## src/rtl/tensor_cpu_pkg.sv

```systemverilog
// Shared definitions for the sequenced tensor CPU: opcodes, instruction
// field positions and the controller state encoding.
package tensor_cpu_pkg;

  localparam logic [7:0] OP_NOP    = 8'h00;
  localparam logic [7:0] OP_ADD    = 8'h01;
  localparam logic [7:0] OP_SUB    = 8'h02;
  localparam logic [7:0] OP_LOADI  = 8'h03;
  localparam logic [7:0] OP_MATMUL = 8'h05;
  localparam logic [7:0] OP_TWRITE = 8'h06;
  localparam logic [7:0] OP_TREAD  = 8'h07;

  localparam int F_DST_MSB  = 31;
  localparam int F_DST_LSB  = 24;
  localparam int F_SRC1_MSB = 23;
  localparam int F_SRC1_LSB = 16;
  localparam int F_SRC2_MSB = 15;
  localparam int F_SRC2_LSB = 8;
  localparam int F_OP_MSB   = 7;
  localparam int F_OP_LSB   = 0;

  typedef enum logic {
    ST_IDLE   = 1'b0,
    ST_MATMUL = 1'b1
  } state_t;

endpackage

```

## src/rtl/tensor_cpu_sequenced_row_mac.sv

```systemverilog
// Combinational row multiplier: one row of A times all of B gives one row
// of C. Each element is a D-term dot product truncated to DATA_WIDTH.
module tensor_row_mac #(
  parameter int DATA_WIDTH = 8,
  parameter int MATRIX_DIM = 4
) (
  input  logic [MATRIX_DIM*DATA_WIDTH-1:0]            i_a_row,
  input  logic [MATRIX_DIM*MATRIX_DIM*DATA_WIDTH-1:0] i_b_mat,
  output logic [MATRIX_DIM*DATA_WIDTH-1:0]            o_c_row
);

  logic [DATA_WIDTH-1:0] w_acc;

  // Dot product of the A row with each B column, wrapping in DATA_WIDTH bits.
  always_comb begin
    o_c_row = '0;
    w_acc   = '0;
    for (int j = 0; j < MATRIX_DIM; j++) begin
      w_acc = '0;
      for (int k = 0; k < MATRIX_DIM; k++) begin
        w_acc = w_acc + i_a_row[k*DATA_WIDTH +: DATA_WIDTH] *
                        i_b_mat[(k*MATRIX_DIM + j)*DATA_WIDTH +: DATA_WIDTH];
      end
      o_c_row[j*DATA_WIDTH +: DATA_WIDTH] = w_acc;
    end
  end

endmodule

```

## src/rtl/tensor_cpu_sequenced.sv

```systemverilog
// Sequenced tensor CPU: scalar ALU over a register file plus a three-bank
// tensor file (A, B, C). MATMUL computes C = A x B one row per cycle while
// the instruction handshake is held off.
module tensor_cpu_sequenced
  import tensor_cpu_pkg::*;
#(
  parameter int DATA_WIDTH = 8,
  parameter int MATRIX_DIM = 4,
  parameter int NUM_REGS   = 16
) (
  input  logic                  clock_in,
  input  logic                  reset_in,
  input  logic                  instr_valid_in,
  output logic                  instr_ready_out,
  input  logic [31:0]           instruction_in,
  output logic [DATA_WIDTH-1:0] cpu_output,
  output logic                  cpu_output_valid_out,
  output logic                  busy_out,
  output logic                  matmul_done_out,
  output logic                  illegal_op_out
);

  localparam int DD     = MATRIX_DIM * MATRIX_DIM;
  localparam int TSIZE  = 3 * DD;
  localparam int B_BASE = DD;
  localparam int C_BASE = 2 * DD;
  localparam int TIDX_W = (TSIZE > 1) ? $clog2(TSIZE) : 1;
  localparam int RIDX_W = (NUM_REGS > 1) ? $clog2(NUM_REGS) : 1;
  localparam int ROW_W  = (MATRIX_DIM > 1) ? $clog2(MATRIX_DIM) : 1;

  // Register index from an 8-bit field; NUM_REGS is a power of two, so the
  // modulo reduces to keeping the low bits.
  function automatic logic [RIDX_W-1:0] reg_index(input logic [7:0] f);
    return RIDX_W'({1'b0, f} % 9'(NUM_REGS));
  endfunction

  // True when an 8-bit tensor address falls inside A, B or C.
  function automatic logic tensor_in_range(input logic [7:0] f);
    return ({1'b0, f} < 9'(TSIZE));
  endfunction

  state_t                          r_state;
  state_t                          w_next_state;
  logic [DATA_WIDTH-1:0]           r_regs [NUM_REGS];
  logic [DATA_WIDTH-1:0]           r_tens [TSIZE];
  logic [ROW_W-1:0]                r_row;
  logic [DATA_WIDTH-1:0]           r_out;
  logic                            r_out_vld;
  logic                            r_done;
  logic                            r_illegal;

  logic                            w_ready;
  logic                            w_accept;
  logic                            w_row_last;
  logic [7:0]                      w_op;
  logic [7:0]                      w_dst_f;
  logic [7:0]                      w_s1_f;
  logic [7:0]                      w_s2_f;
  logic [RIDX_W-1:0]               w_dst;
  logic [RIDX_W-1:0]               w_s1;
  logic [RIDX_W-1:0]               w_s2;
  logic                            w_dst_t_ok;
  logic                            w_s1_t_ok;
  logic [TIDX_W-1:0]               w_dst_tidx;
  logic [TIDX_W-1:0]               w_s1_tidx;
  logic [DATA_WIDTH-1:0]           w_imm;
  logic [DATA_WIDTH-1:0]           w_add;
  logic [DATA_WIDTH-1:0]           w_sub;
  logic [DATA_WIDTH-1:0]           w_tread;
  logic [MATRIX_DIM*DATA_WIDTH-1:0] w_a_row;
  logic [MATRIX_DIM*DATA_WIDTH-1:0] w_c_row;
  logic [DD*DATA_WIDTH-1:0]        w_b_mat;

  assign w_op       = instruction_in[F_OP_MSB:F_OP_LSB];
  assign w_dst_f    = instruction_in[F_DST_MSB:F_DST_LSB];
  assign w_s1_f     = instruction_in[F_SRC1_MSB:F_SRC1_LSB];
  assign w_s2_f     = instruction_in[F_SRC2_MSB:F_SRC2_LSB];
  assign w_dst      = reg_index(w_dst_f);
  assign w_s1       = reg_index(w_s1_f);
  assign w_s2       = reg_index(w_s2_f);
  assign w_dst_t_ok = tensor_in_range(w_dst_f);
  assign w_s1_t_ok  = tensor_in_range(w_s1_f);
  assign w_dst_tidx = TIDX_W'(w_dst_f);
  assign w_s1_tidx  = TIDX_W'(w_s1_f);
  assign w_imm      = DATA_WIDTH'(w_s1_f);
  assign w_add      = r_regs[w_s1] + r_regs[w_s2];
  assign w_sub      = r_regs[w_s1] - r_regs[w_s2];
  // Out-of-range TREAD still returns a value: zero.
  assign w_tread    = w_s1_t_ok ? r_tens[w_s1_tidx] : '0;
  assign w_accept   = instr_valid_in && w_ready;
  assign w_row_last = (r_row == ROW_W'(MATRIX_DIM - 1));

  assign instr_ready_out      = w_ready;
  assign busy_out             = (r_state == ST_MATMUL);
  assign cpu_output           = r_out;
  assign cpu_output_valid_out = r_out_vld;
  assign matmul_done_out      = r_done;
  assign illegal_op_out       = r_illegal;

  // Controller state register.
  always_ff @(posedge clock_in) begin
    if (reset_in) r_state <= ST_IDLE;
    else          r_state <= w_next_state;
  end

  // Next state and handshake: ready only while idle; leave MATMUL after the last row.
  always_comb begin
    w_next_state = r_state;
    w_ready      = 1'b0;
    case (r_state)
      ST_IDLE: begin
        w_ready = 1'b1;
        if (instr_valid_in && (w_op == OP_MATMUL)) w_next_state = ST_MATMUL;
      end
      ST_MATMUL: begin
        if (w_row_last) w_next_state = ST_IDLE;
      end
      default: w_next_state = ST_IDLE;
    endcase
  end

  // Present the current A row and the whole of B to the row multiplier.
  always_comb begin
    w_a_row = '0;
    w_b_mat = '0;
    for (int j = 0; j < MATRIX_DIM; j++) begin
      w_a_row[j*DATA_WIDTH +: DATA_WIDTH] = r_tens[TIDX_W'(int'(r_row)*MATRIX_DIM + j)];
    end
    for (int k = 0; k < DD; k++) begin
      w_b_mat[k*DATA_WIDTH +: DATA_WIDTH] = r_tens[TIDX_W'(B_BASE + k)];
    end
  end

  tensor_row_mac #(
    .DATA_WIDTH (DATA_WIDTH),
    .MATRIX_DIM (MATRIX_DIM)
  ) u_row_mac (
    .i_a_row (w_a_row),
    .i_b_mat (w_b_mat),
    .o_c_row (w_c_row)
  );

  // Register files, row counter and result pulses; reset clears everything,
  // which also aborts a multiply in flight without a done pulse.
  always_ff @(posedge clock_in) begin
    if (reset_in) begin
      for (int i = 0; i < NUM_REGS; i++) r_regs[i] <= '0;
      for (int t = 0; t < TSIZE; t++)    r_tens[t] <= '0;
      r_row     <= '0;
      r_out     <= '0;
      r_out_vld <= 1'b0;
      r_done    <= 1'b0;
      r_illegal <= 1'b0;
    end else begin
      r_out_vld <= 1'b0;
      r_done    <= 1'b0;
      r_illegal <= 1'b0;
      if (r_state == ST_MATMUL) begin
        for (int j = 0; j < MATRIX_DIM; j++) begin
          r_tens[TIDX_W'(C_BASE + int'(r_row)*MATRIX_DIM + j)] <=
            w_c_row[j*DATA_WIDTH +: DATA_WIDTH];
        end
        if (w_row_last) r_done <= 1'b1;
        else            r_row  <= r_row + ROW_W'(1);
      end else if (w_accept) begin
        case (w_op)
          OP_NOP: ;
          OP_ADD: begin
            r_regs[w_dst] <= w_add;
            r_out         <= w_add;
            r_out_vld     <= 1'b1;
          end
          OP_SUB: begin
            r_regs[w_dst] <= w_sub;
            r_out         <= w_sub;
            r_out_vld     <= 1'b1;
          end
          OP_LOADI: begin
            r_regs[w_dst] <= w_imm;
            r_out         <= w_imm;
            r_out_vld     <= 1'b1;
          end
          OP_MATMUL: r_row <= '0;
          OP_TWRITE: begin
            if (w_dst_t_ok) r_tens[w_dst_tidx] <= w_imm;
            else            r_illegal          <= 1'b1;
          end
          OP_TREAD: begin
            r_regs[w_s2] <= w_tread;
            r_out        <= w_tread;
            r_out_vld    <= 1'b1;
            if (!w_s1_t_ok) r_illegal <= 1'b1;
          end
          default: r_illegal <= 1'b1;
        endcase
      end
    end
  end

endmodule

```

## config.mk

```make
export PLATFORM = sky130hd
export DESIGN_NAME = tensor_cpu_sequenced
export DESIGN_NICKNAME = d
export VERILOG_FILES = /design/src/rtl/tensor_cpu_pkg.sv /design/src/rtl/tensor_cpu_sequenced_row_mac.sv /design/src/rtl/tensor_cpu_sequenced.sv
export SDC_FILE = /design/constraint.sdc
export NUM_CORES = 2
export LEC_CHECK = 0
export BUFFER_PORTS_ARGS = -buffer_cell sky130_fd_sc_hd__buf_4
export CAP_MARGIN = 20
export CORE_MARGIN = 4
export CORE_UTILIZATION = 55
export CTS_BUF_LIST = sky130_fd_sc_hd__clkbuf_8
export CTS_CLUSTER_SIZE = 28
export DETAILED_ROUTE_END_ITERATION = 8
export PLACE_DENSITY = 0.71
export SETUP_SLACK_MARGIN = 0.02
export SYNTH_ARGS = -nofsm -noshare
export SYNTH_HDL_FRONTEND = slang
export SYNTH_SLANG_ARGS = --single-unit
```

## constraint.sdc

```tcl
create_clock -name clock_in -period 9.5 [get_ports clock_in]
set_clock_uncertainty 0.1 [all_clocks]
set_input_delay 1.9 -clock clock_in [delete_from_list [all_inputs] [get_ports clock_in]]
set_output_delay 1.9 -clock clock_in [all_outputs]
set_load 0.01 [all_outputs]
```

==> run_results.csv <==
group,metric,value,unit
run_status,status,"finished clean",
synth,netlist_instances,3895,
pwr,power.share.clock,0.217,
grt,grt_pass1_vias,31900,
pwr,switching_share,0.404,
pwr,intPower,5.64,mW
detailed_routing,ant_nets,0,
synth,async_reset_ff_frac,0,
place,dp.final_hpwl,98.0,mm
grt,gr-total-overflow,0,
die,fp.dieH,296,um
pwr,power_frac_comb,0.422,
place,port_buffers,43,
detailed_routing,drt_iter0_drc,4000,
clock_tree,cts_resized,0,
cells_and_area,regArea,0.0181,mm2
sta,worstMarginPinSlew,1.29,ns
detailed_routing,drtPass1Iterations,8,
synth,synthesis.area,0.0456,mm2
detailed_routing,vias,31700,
hold_path,hp-class,"reg -> reg",
cells_and_area,utilization,0.597,
sta,period_share,0.958,
die,die_w,296,um
pwr,power_switching,3.82,mW
sta,clock.fmax,110,MHz
clock_tree,clk-insertion-delay-late,0.74,ns
synth,synthFlopType,"edfxtp_1",
die,core_area,0.0821,mm2
pwr,seq_power_share,0.362,
synth,yosys.area.top_type,"edfxtp_1",
worst_setup_path,crit_slowest_cell,"dfxtp_1",
detailed_routing,wl_per_cell,26.2,um
sta,tns,0,ns
detailed_routing,viasPerCell,6.18,
cells_and_area,nets,4578,
clock_tree,cts_max_level,3,
worst_setup_path,crit_type,"reg -> reg",
die,die_area,0.0876,mm2
clock_tree,hold_buffers,0,
die,ios,48,
grt,grt_antenna_before_repair,7,
pwr,peakVddDrop,0.000242,V
sta,final_max_slew_viol_count,0,
detailed_routing,drc,0,
worst_setup_path,crit_fanout,20,
grt,grt_pass1_wl,201,mm
pwr,cellPowerDensity,193,mW/mm2
cells_and_area,area_growth_syn_to_layout,7.50,%
synth,yosys_register_bits,608,
worst_setup_path,crit_chain,"mux4_2 -> nand2_1 -> fa_1 -> inv_1 -> fa_1 -> inv_1 -> fa_1 -> inv_1 -> fa_1 -> fa_1 -> fa_1 -> fa_1 -> fa_1 -> ha_1 -> a21o_1 -> a21oi_1 -> xor2_1 -> xnor2_1 -> xnor2_1 -> xnor3_1 -> a21boi_2 -> inv_1",
sta,min_period,9.10,ns
sta,grt_setup_unrepaired,"false",
clock_tree,cts_tree,"yes",
clock_tree,path_clk_slew,0.06,ns
cells_and_area,num-fill-cells,6700,
cells_and_area,multiInputGateArea,0.0254,mm2
flow_run,max-cap-violations,0,
sta,hold_viol_final,0,
detailed_routing,drt-total-wl,134,mm
clock_tree,cts_num_sinks,608,
place,place_inst,4958,
synth,ys.warnings.count,0,
sta,slew_headroom,0.136,
synth,synth_edf_count,592,
synth,yosys.cell_types.count,65,
worst_setup_path,crit_path_start_kind,"flop",
die,initial_utilization,0.555,
cells_and_area,instances_no_fill,5125,
worst_setup_path,cp.arrival,9.40,ns
synth,synth.top_cell.area_share,0.390,
grt,grt_max_degree,94,
worst_setup_path,slowest_delay,1.01,ns
synth,synth_seq_area_share,0.397,
synth,syn_avg_cell_area,11.7,um2
clock_tree,cts_root_buf,"clkbuf_8",
sta,setup_viol,0,
worst_setup_path,crit_required,9.80,ns
die,rows,105,
worst_setup_path,path_common_cell,"fa_1",
synth,synth.area.top_cells,"edfxtp_1 39%, fa_1 13%, mux4_2 13%",
clock_tree,clockBufferDepth,3,
sta,whs,0.400,ns
cells_and_area,drive_above_1_share,0.126,
worst_setup_path,endpoint_kind,"flop",
place,gp_congestion,0.980,
clock_tree,cts_buffers,93,
grt,grt_use_total,0.312,
pwr,leakage,19.6,nW
clock_tree,post-cts-setup-buffer-count,0,
registers in the layout, indices dropped and copies added (netlist names), named ones only:
register,cells
r_tens,464
cpu_output_valid_out,1
matmul_done_out,1
busy_out,1
cpu_output,8
r_regs,128
illegal_op_out,1
r_row,2
metal layers:
layer | track usage | routed length [um]
met2 | 0.488 | 61400
met1 | 0.411 | 47400
met4 | 0.154 | 7950
met5 | 0 | 8
met3 | 0.0801 | 17400
critical path: cells and delay by family, from the launching register on:
kind	cells	cell delay (ns)
AOI/OAI and AO/OA	3	0.80
DFF	1	1.01
adders and majority gates	9	4.37
muxes	1	0.78
xor gates and xnor gates	4	1.08
buffers and inverters	4	0.45
and+or+nand+nor	1	0.15
cell families after synthesis:
group | Yosys count | share of synthesized area
and+or+nand+nor | 1343 | 0.136
buffers and inverters | 624 | 0.0547
DFF | 608 | 0.397
adders and majority gates | 560 | 0.201
muxes | 274 | 0.130
xor gates and xnor gates | 265 | 0.0518
AOI/OAI and AO/OA | 220 | 0.0292
other | 1 | 0.0000822
through the flow:
stage,setup slack (ns),cell area [um2],power [mW]
after floorplan,1.47,45900,5.82
after global placement,0.639,47300,7.28
after detailed placement,0.571,47300,7.33
after CTS,0.508,49000,9.38
after global routing,0.126,49000,9.84
final,0.399,49000,9.46
power groups by stage:
stage          Sequential [mW]  Combinational (mW)  Clock [mW]
2_1_floorplan             3.40                2.42           0
4_1_cts                   3.42                3.91        2.06
5_1_grt                   3.43                4.22        2.18
6_report                  3.42                3.99        2.05
3_5_place_dp              3.47                3.86           0
3_3_place_gp              3.46                3.82           0
worst paths after layout:
path                               startpoint  cells past startpoint            end  slack (ns)
worst max-delay path                 r_row[1]                     22  r_tens[51][7]        0.40
worst min-delay path            cpu_output[5]                      1  cpu_output[5]        0.40
worst max register to register       r_row[1]                     22  r_tens[51][7]        0.40
worst min register to register  cpu_output[5]                      1  cpu_output[5]        0.40
synthesized netlist by cell type, types with 21 or more instances:
cell,instances
edfxtp_1,592
nor2_1,447
nand2_1,441
inv_1,425
and2_1,327
fa_1,290
ha_1,270
mux4_2,255
xnor2_1,212
clkbuf_1,121
o21ai_0,72
nand2b_1,58
xor2_1,50
a21oi_1,41
o22ai_1,40
buf_2,36
nor3_1,25
buf_1,21
cells in the final DEF, fill, tap and decap left out, drive strengths merged, types with 34 or more instances in the layout:
cell type	synthesis	layout
edfxtp	592	592
inv	425	458
nor2	447	447
nand2	441	441
and2	328	328
fa	290	290
ha	270	270
mux4	255	255
xnor2	212	212
buf	74	109
clkbuf	121	98
o21ai	81	81
conb	1	80
nand2b	58	58
xor2	50	50
a21oi	44	44
o22ai	40	40
clkinv	4	34
area by class of cell:
cell class	count	share of cell area
Timing Repair Buffer	109	0.0176
Clock buffer	98	0.0275
Multi-Input combinational cell	2742	0.518
Clock inverter	66	0.00697
Inverter	429	0.0329
Tap cell	1070	0.0273
Antenna cell	3	0.000153
Sequential cell	608	0.369
Note: power is estimated with default switching activity, not from simulation.
